`src/rtl/riscv_ctrl_pkg.sv`:
```
// Shared types and encodings for the multicycle RISC-V controller.
// RV_ILLEGAL_TRAP_EN adds the TRAP state to the state enum.
package riscv_ctrl_pkg;

    typedef enum logic [3:0] {
        S_FETCH, S_DECODE, S_MEMADR, S_MEMREAD, S_MEMWB, S_MEMWRITE,
        S_EXECUTER, S_EXECUTEI, S_ALUWB, S_BRANCH, S_JAL, S_JALR, S_LUI
`ifdef RV_ILLEGAL_TRAP_EN
        , S_TRAP
`endif
    } state_t;

    // Which decoding rule the ALU decoder applies in the current state.
    typedef enum logic [1:0] {
        ALU_CLASS_ADD, ALU_CLASS_ARITH, ALU_CLASS_BRANCH, ALU_CLASS_JALR
    } alu_class_t;

    localparam logic [6:0] OP_LOAD   = 7'b0000011;
    localparam logic [6:0] OP_STORE  = 7'b0100011;
    localparam logic [6:0] OP_RTYPE  = 7'b0110011;
    localparam logic [6:0] OP_ITYPE  = 7'b0010011;
    localparam logic [6:0] OP_BRANCH = 7'b1100011;
    localparam logic [6:0] OP_JAL    = 7'b1101111;
    localparam logic [6:0] OP_JALR   = 7'b1100111;
    localparam logic [6:0] OP_LUI    = 7'b0110111;
    localparam logic [6:0] OP_AUIPC  = 7'b0010111;

    localparam logic [3:0] ALU_ADD  = 4'b0000;
    localparam logic [3:0] ALU_SUB  = 4'b0001;
    localparam logic [3:0] ALU_AND  = 4'b0010;
    localparam logic [3:0] ALU_OR   = 4'b0011;
    localparam logic [3:0] ALU_JALR = 4'b0100;
    localparam logic [3:0] ALU_SLT  = 4'b0101;
    localparam logic [3:0] ALU_XOR  = 4'b0110;
    localparam logic [3:0] ALU_SLL  = 4'b0111;
    localparam logic [3:0] ALU_SRL  = 4'b1000;
    localparam logic [3:0] ALU_SRA  = 4'b1001;
    localparam logic [3:0] ALU_BNE  = 4'b1010;
    localparam logic [3:0] ALU_BLT  = 4'b1011;
    localparam logic [3:0] ALU_SLTU = 4'b1100;
    localparam logic [3:0] ALU_BGE  = 4'b1101;
    localparam logic [3:0] ALU_BLTU = 4'b1110;
    localparam logic [3:0] ALU_BGEU = 4'b1111;

    localparam logic [1:0] SRCA_PC    = 2'b00;
    localparam logic [1:0] SRCA_OLDPC = 2'b01;
    localparam logic [1:0] SRCA_RS1   = 2'b10;
    localparam logic [1:0] SRCA_ZERO  = 2'b11;
    localparam logic [1:0] SRCB_RS2   = 2'b00;
    localparam logic [1:0] SRCB_IMM   = 2'b01;
    localparam logic [1:0] SRCB_FOUR  = 2'b10;
    localparam logic [1:0] RES_ALUOUT = 2'b00;
    localparam logic [1:0] RES_RDATA  = 2'b01;
    localparam logic [1:0] RES_ALU    = 2'b10;
    localparam logic [2:0] IMM_I = 3'b000;
    localparam logic [2:0] IMM_S = 3'b001;
    localparam logic [2:0] IMM_B = 3'b010;
    localparam logic [2:0] IMM_J = 3'b011;
    localparam logic [2:0] IMM_U = 3'b100;

    function automatic logic branch_f3_legal(input logic [2:0] f3);
        return (f3 != 3'b010) && (f3 != 3'b011);
    endfunction

endpackage

```
`src/rtl/riscv_alu_decoder.sv`:
```
// Combinational ALU operation decode from funct fields and the state's decode class.
module riscv_alu_decoder
    import riscv_ctrl_pkg::*;
(
    input  logic       op5_i,
    input  logic [2:0] funct3_i,
    input  logic       funct7b5_i,
    input  alu_class_t alu_class_i,
    output logic [3:0] alu_control_o
);
    always_comb begin
        alu_control_o = ALU_ADD;
        unique case (alu_class_i)
            ALU_CLASS_ARITH: begin
                // op[5] separates R-type from I-type: only R-type may subtract.
                unique case (funct3_i)
                    3'b000: alu_control_o = (op5_i && funct7b5_i) ? ALU_SUB : ALU_ADD;
                    3'b001: alu_control_o = ALU_SLL;
                    3'b010: alu_control_o = ALU_SLT;
                    3'b011: alu_control_o = ALU_SLTU;
                    3'b100: alu_control_o = ALU_XOR;
                    3'b101: alu_control_o = funct7b5_i ? ALU_SRA : ALU_SRL;
                    3'b110: alu_control_o = ALU_OR;
                    default: alu_control_o = ALU_AND;
                endcase
            end
            ALU_CLASS_BRANCH: begin
                case (funct3_i)
                    3'b000:  alu_control_o = ALU_SUB;
                    3'b001:  alu_control_o = ALU_BNE;
                    3'b100:  alu_control_o = ALU_BLT;
                    3'b101:  alu_control_o = ALU_BGE;
                    3'b110:  alu_control_o = ALU_BLTU;
                    3'b111:  alu_control_o = ALU_BGEU;
                    default: alu_control_o = ALU_ADD;
                endcase
            end
            ALU_CLASS_JALR: alu_control_o = ALU_JALR;
            default:        alu_control_o = ALU_ADD;
        endcase
    end
endmodule

```
`src/rtl/riscv_mc_controller.sv`:
```
// Moore-style multicycle RISC-V control FSM. Define RV_ILLEGAL_TRAP_EN to make
// illegal instructions lock in a TRAP state; otherwise they are skipped.
module riscv_mc_controller
    import riscv_ctrl_pkg::*;
#(
    parameter bit WAIT_MEM = 1'b1
) (
    input  logic       clk,
    input  logic       rst_n,
    input  logic [6:0] op,
    input  logic [2:0] funct3,
    input  logic       funct7b5,
    input  logic       Zero,
    input  logic       MemReady,
    output logic       PCWrite,
    output logic       IRWrite,
    output logic       MemWrite,
    output logic       RegWrite,
    output logic       AdrSrc,
    output logic [1:0] ALUSrcA,
    output logic [1:0] ALUSrcB,
    output logic [1:0] ResultSrc,
    output logic [2:0] ImmSrc,
    output logic [3:0] ALUControl,
    output logic       Illegal,
    output state_t     state_o
);
`ifdef RV_ILLEGAL_TRAP_EN
    localparam state_t S_ILLEGAL_NEXT = S_TRAP;
    logic illegal_c;
`else
    localparam state_t S_ILLEGAL_NEXT = S_FETCH;
`endif

    state_t     state_q, state_d;
    alu_class_t alu_class;
    logic       mem_rdy;
    logic       pc_write_c, ir_write_c, mem_write_c, reg_write_c;

    assign mem_rdy = WAIT_MEM ? MemReady : 1'b1;

    always_ff @(posedge clk or negedge rst_n) begin
        if (!rst_n) state_q <= S_FETCH;
        else        state_q <= state_d;
    end

    always_comb begin
        state_d     = state_q;
        pc_write_c  = 1'b0;
        ir_write_c  = 1'b0;
        mem_write_c = 1'b0;
        reg_write_c = 1'b0;
        AdrSrc      = 1'b0;
        ALUSrcA     = SRCA_PC;
        ALUSrcB     = SRCB_RS2;
        ResultSrc   = RES_ALUOUT;
        alu_class   = ALU_CLASS_ADD;
`ifdef RV_ILLEGAL_TRAP_EN
        illegal_c   = 1'b0;
`endif
        case (state_q)
            S_FETCH: begin
                ALUSrcB    = SRCB_FOUR;
                ResultSrc  = RES_ALU;
                ir_write_c = mem_rdy;
                pc_write_c = mem_rdy;
                if (mem_rdy) state_d = S_DECODE;
            end
            S_DECODE: begin
                ALUSrcA = SRCA_OLDPC;
                ALUSrcB = SRCB_IMM;
                case (op)
                    OP_LOAD, OP_STORE: state_d = S_MEMADR;
                    OP_RTYPE:  state_d = S_EXECUTER;
                    OP_ITYPE:  state_d = S_EXECUTEI;
                    OP_BRANCH: state_d = branch_f3_legal(funct3) ? S_BRANCH : S_ILLEGAL_NEXT;
                    OP_JAL:    state_d = S_JAL;
                    OP_JALR:   state_d = S_JALR;
                    OP_LUI:    state_d = S_LUI;
                    OP_AUIPC:  state_d = S_ALUWB;
                    default:   state_d = S_ILLEGAL_NEXT;
                endcase
            end
            S_MEMADR: begin
                ALUSrcA = SRCA_RS1;
                ALUSrcB = SRCB_IMM;
                state_d = (op == OP_LOAD) ? S_MEMREAD : S_MEMWRITE;
            end
            S_MEMREAD: begin
                AdrSrc = 1'b1;
                if (mem_rdy) state_d = S_MEMWB;
            end
            S_MEMWB: begin
                ResultSrc   = RES_RDATA;
                reg_write_c = 1'b1;
                state_d     = S_FETCH;
            end
            S_MEMWRITE: begin
                AdrSrc      = 1'b1;
                mem_write_c = 1'b1;
                if (mem_rdy) state_d = S_FETCH;
            end
            S_EXECUTER: begin
                ALUSrcA   = SRCA_RS1;
                alu_class = ALU_CLASS_ARITH;
                state_d   = S_ALUWB;
            end
            S_EXECUTEI: begin
                ALUSrcA   = SRCA_RS1;
                ALUSrcB   = SRCB_IMM;
                alu_class = ALU_CLASS_ARITH;
                state_d   = S_ALUWB;
            end
            S_ALUWB: begin
                reg_write_c = 1'b1;
                state_d     = S_FETCH;
            end
            S_BRANCH: begin
                ALUSrcA    = SRCA_RS1;
                alu_class  = ALU_CLASS_BRANCH;
                pc_write_c = Zero;
                state_d    = S_FETCH;
            end
            S_JALR: begin
                ALUSrcA   = SRCA_RS1;
                ALUSrcB   = SRCB_IMM;
                alu_class = ALU_CLASS_JALR;
                state_d   = S_JAL;
            end
            S_JAL: begin
                // ALUOut holds the target; ALU computes the link address PC+4.
                ALUSrcA    = SRCA_OLDPC;
                ALUSrcB    = SRCB_FOUR;
                pc_write_c = 1'b1;
                state_d    = S_ALUWB;
            end
            S_LUI: begin
                ALUSrcA = SRCA_ZERO;
                ALUSrcB = SRCB_IMM;
                state_d = S_ALUWB;
            end
`ifdef RV_ILLEGAL_TRAP_EN
            S_TRAP: begin
                illegal_c = 1'b1;
                state_d   = S_TRAP;
            end
`endif
            default: state_d = S_FETCH;
        endcase
    end

    always_comb begin
        case (op)
            OP_STORE:         ImmSrc = IMM_S;
            OP_BRANCH:        ImmSrc = IMM_B;
            OP_JAL:           ImmSrc = IMM_J;
            OP_LUI, OP_AUIPC: ImmSrc = IMM_U;
            default:          ImmSrc = IMM_I;
        endcase
    end

    riscv_alu_decoder u_alu_dec (
        .op5_i         (op[5]),
        .funct3_i      (funct3),
        .funct7b5_i    (funct7b5),
        .alu_class_i   (alu_class),
        .alu_control_o (ALUControl)
    );

    // Strobes are gated by rst_n so they drop the moment reset asserts.
    assign PCWrite  = pc_write_c  & rst_n;
    assign IRWrite  = ir_write_c  & rst_n;
    assign MemWrite = mem_write_c & rst_n;
    assign RegWrite = reg_write_c & rst_n;
`ifdef RV_ILLEGAL_TRAP_EN
    assign Illegal  = illegal_c & rst_n;
`else
    assign Illegal  = 1'b0;
`endif
    assign state_o  = state_q;
endmodule

```
`config.mk`:
```
export PLATFORM = sky130hd
export DESIGN_NAME = riscv_mc_controller
export DESIGN_NICKNAME = d
export VERILOG_FILES = /design/src/rtl/riscv_ctrl_pkg.sv /design/src/rtl/riscv_alu_decoder.sv /design/src/rtl/riscv_mc_controller.sv
export SDC_FILE = /design/constraint.sdc
export NUM_CORES = 1
export LEC_CHECK = 0
export ABC_CLOCK_PERIOD_IN_PS = 1500
export BUFFER_PORTS_ARGS = -buffer_cell sky130_fd_sc_hd__buf_4
export CAP_MARGIN = 20
export CORE_MARGIN = 2
export CORE_UTILIZATION = 40
export DETAILED_ROUTE_END_ITERATION = 16
export PLACE_DENSITY = 0.74
export SLEW_MARGIN = 10
export SYNTH_ARGS = -nofsm -noshare
export SYNTH_HDL_FRONTEND = slang
export SYNTH_SLANG_ARGS = --single-unit
```
`constraint.sdc`:
```
create_clock -name clk -period 1.5 [get_ports clk]
set_clock_uncertainty 0.05 [all_clocks]
set_input_delay 0.075 -clock clk [delete_from_list [all_inputs] [get_ports clk]]
set_output_delay 0.075 -clock clk [all_outputs]
set_load 0.02 [all_outputs]
```
# == Yosys cells after proc, flatten, opt, wreduce, memory -nomap -nowiden ==
# Index checks and enable logic that the tools add are counted.
# Widths: inputs -> output; s select.
# word_totals
reg_bits,4
out_inout_bits,23
# op_classes
n_mux,22
eq_ne,36
bitwise,4
n_reduce_logical,15
# op_table
op,count
$pmux 4 s7,2
$pmux 4 s8,1
$pmux 4 s6,1
$eq 7x6->1 const B,3
$eq 7x7->1 const B,3
$eq 4x4->1 const B,5
$eq 4x3->1 const B,4
$mux 4,4
$eq 7x5->1 const B,2
$reduce_or 2->1,7
$eq 3x3->1 const B,4
$pmux 2 s3,2
$pmux 3 s4,1
$pmux 4 s3,1
$reduce_or 5->1,2
$eq 4x2->1 const B,2
$pmux 2 s2,2
$eq 7x2->1 const B,1
$eq 3x2->1 const B,2
$mux 1,6
$ne 2x2->1 const B,3
$ne 3x2->1 const B,2
$and 1x1->1,4
$eq 2x2->1 const B,2
10 further kinds,11

# == Depth between registers and ports, before layout ==
# Gate-level depths: netlist (run 1).
# logic_depth
word_depth,5
mapped_depth,6
mapped_depth_nobuf,5

# == By module ==
# A second synthesis (run 1) with hierarchy kept.
# hier_totals
cells_unflattened,119
area_unflattened_um2,822.0
# modules_own_cells
mod,instances,area_per_inst_um2,cells_per_inst
riscv_mc_controller,1,651.9,95
riscv_alu_decoder,1,170.2,24

# == Least setup slack after synthesis (run 1) ==
# OpenSTA, ideal clock, no wires.
# synth_path
path_type,reg-to-output
start,"register state_q[2], in the netlist state_o[2]"
end,output IRWrite
required_ps,1375
path_buffers,1
stages_incl_launch_ff,4
path_slack_ps,-466
t_arrival_ps,1841
cell_sequence,dfrtp_1 clkbuf_1 nor4_1 and3_1
# synth_via
elab_chain_cells,3
# synth_lines
element,line,text
from (decl),riscv_mc_controller.sv:35,"state_t state_q, state_d;"
from (signal assigned),riscv_mc_controller.sv:44,else state_q <= state_d;
$logic_not 4->1,riscv_mc_controller.sv:61,case (state_q)
$mux 1,riscv_mc_controller.sv:61,
$and 1x1->1,riscv_mc_controller.sv:172,assign IRWrite = ir_write_c & rst_n;
to (decl),riscv_mc_controller.sv:16,"output logic IRWrite,"
# Every way passes these cells.

# == Worst setup path after layout (run 1) ==
# layout_path
start,"register state_q[3], in the netlist state_o[3]"
end,output ALUSrcA[1]
# layout_via
elab_chain_cells,3
word_cells_on_any_way,11
cone_classes,eq/ne: 8; mux: 1; reduce/logical: 2
# layout_lines
element,line,text
"$eq 4x4->1, or another cell as far along",riscv_mc_controller.sv:61,
$reduce_or 5->1 (no line) / $reduce_or 2->1 (equally long branches),n/a,
$pmux 2 s3 (*),riscv_mc_controller.sv:61,
to (decl),riscv_mc_controller.sv:20,"output logic [1:0] ALUSrcA,"
# Mark *: on every way between the ends. The rest lies on a longest branch, timed or not.

==> summary.txt, run 1 <==
Synthesis
  • Yosys cell types: 49
  • Post-Syn Nets: 137
  • Synth warnings: 0
  • Seq/Total Area, Yosys: 12.4%
  • Post-synth top area cell: dfrtp_1
  • Syn_area_per_cell: 6.63 µm²
  • Mapped cell area: 808 µm²
  • Synth area leaders: dfrtp_1 12%, o21ai_0 6.2%, nand2_1 6.0%, a21oi_1 5.6%, nor2_1 5.1%
  • Post-synth EDFFs: 0
  • Top cell type's share of synthesized area: roughly an eighth
  • Async S/R FF share, synth: 100%
  • Yosys reg bits: 4
  • Cells after Synth: between 100 and 150
  • Post-synth top flop: dfrtp_1

GRT
  • Number of global-route vias before repair: around 1100
  • Largest net degree at the start of global routing: 17
  • Antenna violations before repair: 0
  • Global-route wire length before repair: 5110 µm
  • GRT overflow: 0
  • GRT Util Overall: 26.5%

Layout
  • Final #Nets: 197
  • Final instance area: 1570 µm²
  • Max reg flops: 4
  • Final core occ: about four fifths
  • Leading cell type in the layout, fill and taps excluded: buf_4
  • Most frequent cells in the layout: 47 x buf_4, 14 x buf_6, 10 x nand2_1
  • Ant diodes: 0
  • Layout cell share with drive strength beyond 1: 55.6%
  • Area growth syn-to-layout: 94.0%

Floorplan
  • Die Span X: 49.0 µm
  • # IOs: 38
  • Starting Density: 41.6%
  • Cell row count: 16
  • DIE HEIGHT: 49.0 µm
  • Core box area: 1940 µm²
  • Die area: 2400 µm²

STA
  • Unrepaired setup endpoints after global routing: true
  • Minimum clock period: 1760 ps
  • Final hold violation count: 0
  • Max frequency: roughly 570 MHz
  • PnR worst setup slack: -265 ps
  • Final worst path period share: 118%
  • Slew Viols, Final: 0
  • Hold Slack: 150 ps
  • Final setup fails: 10

Placement
  • HPWL after DPL: 2120 µm
  • RD Place Congestion: 0.864
  • Port-buffer cells: 36
  • Area after DPL: 1300 µm²
  • DP Worst Slack: -92.5 ps

Clock tree
  • Num CTS Buffers: 3
  • Clock sinks: 4
  • Root Driver: clkbuf_4
  • H-tree depth: 1
  • Reg clk slew, reported paths: ~40 ps
  • Clock Path Buffers: 2
  • Worst skew pair latency: 230 ps
  • TritonCTS clock tree: built

Worst setup path
  • Worst EP required: around 1400 ps
  • CP endpoint kind: output pin
  • FF-to-FF path depth: 6
  • Crit Path Class: reg -> out
  • Worst setup path end: ALUSrcA[1]
  • Crit path DAT: ~1600 ps
  • RR Endpoint: state_o[2]
  • Crit path from: state_o[3]
  • Type of origin of the critical path: register
  • CP Max Fanout: 7
  • Worst r2r src: state_o[2]
  • R2r setup slk: -70 ps

Detailed routing
  • Initial DRT Pass Iterations: 4
  • Vias: 1157
  • WL/cell: 15.1 µm
  • Final ANT Viol Nets: 0
  • # DRC: 0
  • Routed vias/inst: about 5.6
  • Iter 0 DRT Violations: 26
  • Final WL: between 3000 and 4000 µm

Outcome
  • Failing checks: setup timing
  • Outcome: finished with violations

Pwr
  • Worst vdd ir: 0.388 mV
  • Power per cell area: 360 nW/µm²
  • Leak: 0.734 nW

Min path
  • Hold Path Class: in -> async

Job
  • Max cap viols: 0
==> through the flow <==
stage	power (mW)	std cells	setup TNS, ps
global placement	0.382	196	0
CTS	0.541	204	-1210
global route	0.602	207	-2550
floorplan	0.272	122	-107
detailed placement	0.390	196	-140
finish	0.564	207	-1550
==> worst min path at each step <==
| stage | cells after the start | slack [ps] | startpoint | endpoint |
|---|---|---|---|---|
| 6_report | 2 | 150 | rst_n | state_o[3] |
| 5_1_grt | 2 | 180 | rst_n | state_o[3] |
| 4_1_cts | 2 | 140 | rst_n | state_o[3] |
| 3_5_place_dp | 1 | -160 | rst_n | state_o[0] |
| 3_3_place_gp | 1 | -160 | rst_n | state_o[0] |
| 2_1_floorplan | 0 | -270 | rst_n | state_o[0] |
==> critical path, stage by stage (launching register included) <==
cell	delay [ps]
dfrtp_2	380
buf_4	180
buf_4	130
nand2_1	80
nor2_2	160
a21oi_1	70
o211ai_1	230
buf_4	190
==> cell type report <==
class                   count  area [µm²]
multi-input cells         103         823
repair buffers             64         561
fillers                   141         374
flip-flops and latches      4         105
well taps                  27        33.8
clock buffers               3        22.5
inverters                   6        22.5
==> where the power goes <==
group	internal, mW	total [mW]	switching (mW)
clock	0.0892	0.128	0.0388
combinational	0.154	0.320	0.165
sequential	0.113	0.117	0.00376
total	0.356	0.564	0.208
==> routing by layer <==
metal | global-route usage (%) | vias to the layer above | wire (µm)
li1 | - | 570 | -
met1 | 31.5 | 545 | 1280
met2 | 49.5 | 36 | 1720
met3 | 3.37 | 6 | 81
met4 | 7.14 | 0 | 47
met5 | 0 | - | 0
==> logic make-up after synthesis <==
family,count (synthesis),share of synthesized area (%)
and+or+nand+nor,54,36.8
AOI/OAI and AO/OA,43,35.9
buffers and inverters,15,8.82
xor gates and xnor gates,4,4.34
DFF,4,12.4
muxes,1,1.24
other,1,0.464
==> cell usage after synthesis, types with 2 or more instances <==
cell type  instances
buf_2              3
inv_1              6
xor2_1             2
xnor2_1            2
or3_1              2
nor4_1             2
nand2b_1           4
nor2b_1            4
o21ai_0           10
nor3b_1            3
a31oi_1            3
o21ai_1            3
nor3_1             4
dfrtp_1            4
and3_1             3
nand2_1           13
a21oi_1            9
clkbuf_1           4
nor2_1            11
==> repair_timing <==
action,4_1_cts,5_1_grt
endpoints found under the setup margin,14,16
buffers inserted,5,3
hold endpoints to repair,4,0
pin swaps,6,7
hold buffers,1,0
gates resized for setup,22,23
Note: power is estimated with default switching activity, not from simulation.
==> inputs of run 2 (changes only) <==
--- a/config.mk
+++ b/config.mk
@@ -9,9 +9,9 @@
 export BUFFER_PORTS_ARGS = -buffer_cell sky130_fd_sc_hd__buf_4
 export CAP_MARGIN = 20
 export CORE_MARGIN = 2
-export CORE_UTILIZATION = 40
+export CORE_UTILIZATION = 41
 export DETAILED_ROUTE_END_ITERATION = 16
-export PLACE_DENSITY = 0.74
+export PLACE_DENSITY = 0.76
 export SLEW_MARGIN = 10
 export SYNTH_ARGS = -nofsm -noshare
 export SYNTH_HDL_FRONTEND = slang
==> run 2 against run 1 <==
Effect of this change:
- the flow still finishes with violations (setup timing)
- first-iteration DRC count rose to 3.6 times the previous value
- sequential power is essentially flat
- cell count rose by 6.8%
- combinational power is 18% higher
- clock power grew 16%
- worst hold slack got worse by 25 ps
- die area decreased by 2.2%
==> summary.txt, run 2 (same netlist as run 1, synthesis figures left out) <==
Outcome
  • Outcome: finished with violations
  • Failing checks: setup timing

Worst setup path
  • Crit path from: state_o[3]
  • Worst path cell trace: and2b_2, a311o_1, a32o_2, buf_6
  • Worst setup path end: ALUControl[3]
  • Worst r2r src: state_o[1]
  • CP Max Fanout: 5 (-2)
  • FF-to-FF path depth: 7 (+1)
  • WP buf/inv: 1 (-2)
  • R2r setup slk: -130 ps (-60 ps)
  • Crit path largest cell delay: 390 ps (about the same)
  • Crit path DAT: 1640 ps (about the same)
  • CP endpoint kind: output pin
  • Worst EP required: 1370 ps (about the same)
  • Crit Path Class: reg -> out
  • Crit-path slowest cell: dfrtp_2
  • Type of origin of the critical path: register
  • RR Endpoint: state_o[0]
  • CP Depth: 4 (-3)
  • CP delay by family, top: compound AO/OA/AOI/OAI gates

STA
  • Minimum clock period: 1760 ps (-2.44 ps)
  • Final setup fails: 18 (+8)
  • Setup TNS: -2540 ps (-997 ps)
  • Slew Viols, Final: 0 (unchanged)
  • Final hold violation count: 0 (unchanged)
  • Unrepaired setup endpoints after global routing: true
  • Final worst path period share: 118% (-0.16 points)
  • Max frequency: 567 MHz (+0.14%)
  • PnR worst setup slack: -263 ps (+2.43 ps)
  • Hold Slack: 126 ps (-24.6 ps)

Detailed routing
  • WL/cell: 22.7 µm (+51%)
  • Vias: 1440 (+24%)
  • Final ANT Viol Nets: 0 (unchanged)
  • Routed vias/inst: 6.52 (+17%)
  • Final WL: 5030 µm (+61%)
  • Initial DRT Pass Iterations: 6 (+2)
  • # DRC: 0 (unchanged)
  • Iter 0 DRT Violations: 93 (+260%)

Clock tree
  • Reg clk slew, reported paths: 40 ps (about the same)
  • TritonCTS clock tree: built
  • Clock sinks: 4 (unchanged)
  • Root Driver: clkbuf_4
  • Num CTS Buffers: 3 (unchanged)
  • Worst skew pair latency: 250 ps (+20 ps)
  • Clock Path Buffers: 2 (unchanged)
  • H-tree depth: 1 (unchanged)

Pwr
  • Combinational power share: 58.8% (+2.1 points)
  • NetSw: 0.264 mW (+27%)
  • Clock network power share: 23.0% (+0.3 points)
  • Switching Fraction: 41.2% (+4.3 points)
  • Power per cell area: 369 nW/µm² (+2.7%)
  • Power Total: 0.641 mW (+14%)
  • Worst vdd ir: 0.387 mV (-0.42%)
  • Pint: 0.377 mW (+5.9%)
  • Flop pwr share: 18.2% (-2.5 points)
  • Leak: 0.818 nW (+11%)

Floorplan
  • # IOs: 38 (unchanged)
  • DIE HEIGHT: 48.4 µm (-1.1%)
  • Die area: 2340 µm² (-2.2%)
  • Core box area: 1900 µm² (-2.1%)
  • Cell row count: 16 (unchanged)
  • Starting Density: 42.5% (+0.88 points)
  • Die Span X: 48.4 µm (-1.1%)

Layout
  • Final instance area: 1730 µm² (+11%)
  • Fillers: 72 (-49%)
  • Leading cell type in the layout, fill and taps excluded: buf_4
  • Layout cell share with drive strength beyond 1: 64.9% (+9.4 points)
  • Ant diodes: 0 (unchanged)
  • Final #Nets: 211 (+7.1%)
  • Max reg flops: 4 (unchanged)
  • Final core occ: 91.2% (+10 points)
  • Area growth syn-to-layout: 115%
  • Most frequent cells in the layout: 52 x buf_4, 23 x buf_6, 8 x o21ai_1, 8 x nor2_1
  • Fin cells: 221 (+6.8%)

GRT
  • Most Crowded Layer GR: met2
  • GRT Util Overall: 35.6% (+9.1 points)
  • Number of global-route vias before repair: 1276 (+11%)
  • GRT overflow: 0 (unchanged)
  • Global-route wire length before repair: 6300 µm (+23%)
  • Met2 Usage GRT: 63.7% (+14 points)
  • Met3 Use GR: 6.48% (+3.1 points)
  • Largest net degree at the start of global routing: 15 (-2)
  • Met1 usage: 38.7% (+7.3 points)
  • Antenna violations before repair: 0 (unchanged)

Placement
  • Port-buffer cells: 36 (unchanged)
  • DP Worst Slack: -67.8 ps (+24.7 ps)
  • Placed instance count: 197 (+0.51%)
  • RD Place Congestion: 0.900 (+4.1%)
  • HPWL after DPL: 2040 µm (-3.5%)
  • Area after DPL: 1300 µm² (-0.39%)

Job
  • Max cap viols: 0 (unchanged)

Min path
  • Hold Path Class: in -> async
==> run 2: cell count changes in the layout (fill, tap and decap cells not counted), moves of 2 or more <==
cell / previous run / this run
nor2_4: 1 / 3
buf_6: 14 / 23
nand2_2: 0 / 5
buf_12: 2 / 0
buf_4: 47 / 52
nor3_1: 0 / 2
nand2_1: 10 / 6
nor3_2: 4 / 2
buf_8: 0 / 2
==> run 2: cell type report <==
cell class	count	area (µm²)	area share, %
timing repair buffer	78	689	39.8
clock buffer	3	22.5	1.30
multi-input combinational	103	858	49.5
tap	27	33.8	1.95
inverter	6	25.0	1.44
sequential	4	105	6.06
==> run 2: repair_timing <==
action | 4_1_cts | 5_1_grt
gates cloned | 1 | 0
pin swaps | 22 | 16
hold buffers | 1 | 0
hold endpoints to repair | 4 | 0
resized for setup | 53 | 22
setup buffers | 17 | 7
endpoints found under the setup margin | 15 | 19
==> run 2: layer usage <==
| metal | share of wire (%) | up-vias |
|---|---|---|
| met5 | 0 | - |
| met4 | 7.2 | 0 |
| met3 | 11 | 41 |
| met2 | 47 | 145 |
| met1 | 35 | 664 |
| li1 | - | 590 |
==> run 2: worst min path at each step <==
stage / depth (start not counted) / end / slack [ps]
after floorplan: 0 / state_o[0] / -270
after global placement: 1 / state_o[3] / -160
after detailed placement: 1 / state_o[0] / -160
after CTS: 2 / state_o[2] / 140
after global routing: 2 / state_o[0] / 130
final: 2 / state_o[0] / 130
==> run 2: worst reg2reg max path: stages, from the launching register on <==
cell     delay (ps)
dfrtp_2         450
buf_8           160
buf_6           130
buf_4           140
a21oi_1         190
nor2_1           90
a21oi_1         190
o21ai_1         100
==> run 2: power by group through the flow <==
stage | registers (mW) | logic (mW) | clock network (mW)
final | 0.116 | 0.377 | 0.148
after global routing | 0.117 | 0.386 | 0.155
after CTS | 0.116 | 0.315 | 0.133
after detailed placement | 0.118 | 0.266 | 0
after global placement | 0.117 | 0.260 | 0
after floorplan | 0.126 | 0.146 | 0
==> inputs of run 3 (changes only) <==
--- a/config.mk
+++ b/config.mk
@@ -12,6 +12,7 @@
 export CORE_UTILIZATION = 41
 export DETAILED_ROUTE_END_ITERATION = 16
 export PLACE_DENSITY = 0.76
+export SETUP_SLACK_MARGIN = 0.1
 export SLEW_MARGIN = 10
 export SYNTH_ARGS = -nofsm -noshare
 export SYNTH_HDL_FRONTEND = slang
==> run 3 against run 2 <==
Effect of this change:
- the flow still finishes with violations (setup timing)
- worst hold slack got worse by 24 ps
- first-iteration DRC count fell by 47%
- via count fell by 11%
- largest cell class unchanged
==> summary.txt, run 3 (same netlist as run 1, synthesis figures left out) <==
Worst setup path
  • CP Max Fanout: 6 (+1)
  • Worst EP required: 1370 ps (about the same)
  • Crit Path Class: reg -> out
  • FF-to-FF path depth: 6 (-1)
  • Crit path DAT: 1650 ps (about the same)
  • Type of origin of the critical path: register
  • R2r setup slk: -160 ps (-30 ps)
  • RR Endpoint: state_o[0]
  • CP endpoint kind: output pin
  • Worst r2r src: state_o[1]

Layout
  • Final #Nets: 202 (-4.3%)
  • Max reg flops: 4 (unchanged)
  • Most frequent cells in the layout: 51 x buf_4, 15 x buf_6, 9 x nor2_1
  • Leading cell type in the layout, fill and taps excluded: buf_4
  • Layout cell share with drive strength beyond 1: 58.9% (-6.0 points)
  • Area growth syn-to-layout: 97.1%
  • Fin cells: 212 (-4.1%)
  • Final core occ: 83.8% (-7.4 points)
  • Ant diodes: 0 (unchanged)

GRT
  • Number of global-route vias before repair: 1196 (-6.3%)
  • GRT Util Overall: 28.6% (-6.9 points)
  • GRT overflow: 0 (unchanged)
  • Global-route wire length before repair: 5270 µm (-16%)
  • Largest net degree at the start of global routing: 17 (+2)
  • Antenna violations before repair: 0 (unchanged)

Pwr
  • Power per cell area: 385 nW/µm² (+4.3%)
  • Leak: 0.740 nW (-9.5%)
  • Worst vdd ir: 0.352 mV (-8.9%)

Clock tree
  • Num CTS Buffers: 3 (unchanged)
  • Worst skew pair latency: 270 ps (+20 ps)
  • Root Driver: clkbuf_4
  • TritonCTS clock tree: built
  • Clock Path Buffers: 2 (unchanged)
  • Reg clk slew, reported paths: 50 ps (about the same)
  • Clock sinks: 4 (unchanged)
  • H-tree depth: 1 (unchanged)

Detailed routing
  • # DRC: 0 (unchanged)
  • Final WL: 3810 µm (-24%)
  • Iter 0 DRT Violations: 49 (-47%)
  • Final ANT Viol Nets: 0 (unchanged)
  • Routed vias/inst: 6.05 (-7.2%)
  • WL/cell: 18.0 µm (-21%)
  • Vias: 1282 (-11%)
  • Initial DRT Pass Iterations: 4 (-2)

Outcome
  • Outcome: finished with violations
  • Failing checks: setup timing

Placement
  • Placed instance count: 193 (-2.0%)
  • Port-buffer cells: 36 (unchanged)
  • HPWL after DPL: 1960 µm (-4.1%)
  • RD Place Congestion: 0.905 (+0.62%)

STA
  • Unrepaired setup endpoints after global routing: true
  • PnR worst setup slack: -278 ps (-15.8 ps)
  • Final setup fails: 17 (-1)
  • Final worst path period share: 119% (+1.1 points)
  • Slew Viols, Final: 0 (unchanged)
  • Setup TNS: -2730 ps (-189 ps)
  • Final hold violation count: 0 (unchanged)
  • Max frequency: 562 MHz (-0.89%)
  • Minimum clock period: 1780 ps (+15.8 ps)

Floorplan
  • # IOs: 38 (unchanged)
  • DIE HEIGHT: 48.4 µm (unchanged)
  • Die Span X: 48.4 µm (unchanged)
  • Starting Density: 42.5% (unchanged)
  • Core box area: 1900 µm² (unchanged)
  • Cell row count: 16 (unchanged)
  • Die area: 2340 µm² (unchanged)

Job
  • Max cap viols: 0 (unchanged)

Min path
  • Hold Path Class: in -> async
==> run 3: how the worst max path moves through the flow <==
stage,cells past startpoint,end,from
after floorplan,5,ALUControl[3],state_o[0]
after global placement,4,ALUControl[3],state_o[2]
after detailed placement,6,state_o[2],state_o[3]
after CTS,5,ALUControl[3],state_o[3]
after global routing,8,PCWrite,state_o[3]
final,5,ALUControl[3],state_o[3]
==> run 3: power by group <==
| part | switching [mW] | internal (mW) |
|---|---|---|
| combinational | 0.173 | 0.163 |
| clock | 0.0694 | 0.0912 |
| sequential | 0.00566 | 0.113 |
| total | 0.248 | 0.366 |
==> run 3: through the flow <==
step | total power, mW | area [µm²] | hold WS (ps) | setup WS (ps)
floorplan | 0.271 | 871 | -271 | -45.5
global placement | 0.380 | 1260 | -162 | -3.70
detailed placement | 0.385 | 1260 | -160 | -45.6
CTS | 0.578 | 1480 | 109 | -240
global route | 0.638 | 1590 | 119 | -331
finish | 0.614 | 1590 | 102 | -278
==> run 3: worst max-delay path, stage by stage (launching register included) <==
cell     delay (ps)
dfrtp_2         440
nor2b_1         150
and2_4          160
a311o_1         260
a32o_2          250
buf_6           130
==> run 3: layout make-up <==
type	count	area (µm²)
Clock buffer	3	22.5
Fill cell	112	309
Inverter	6	25.0
Multi-Input combinational cell	103	810
Sequential cell	4	105
Tap cell	27	33.8
Timing Repair Buffer	69	597
==> run 3: routing by layer <==
metal / track usage, % / wire [µm] / up-vias
met5: 0 / 0 / -
met4: 21.4 / 191 / 0
met3: 6.48 / 306 / 22
met2: 48.8 / 1980 / 82
met1: 30.8 / 1330 / 605
li1: - / - / 573
==> run 3: what timing repair did <==
action	4_1_cts	5_1_grt
endpoints found under the setup margin	18	19
resized for setup	28	20
pin swaps	7	7
setup buffers	10	6
hold buffers	1	0
endpoints found under the hold margin	4	0
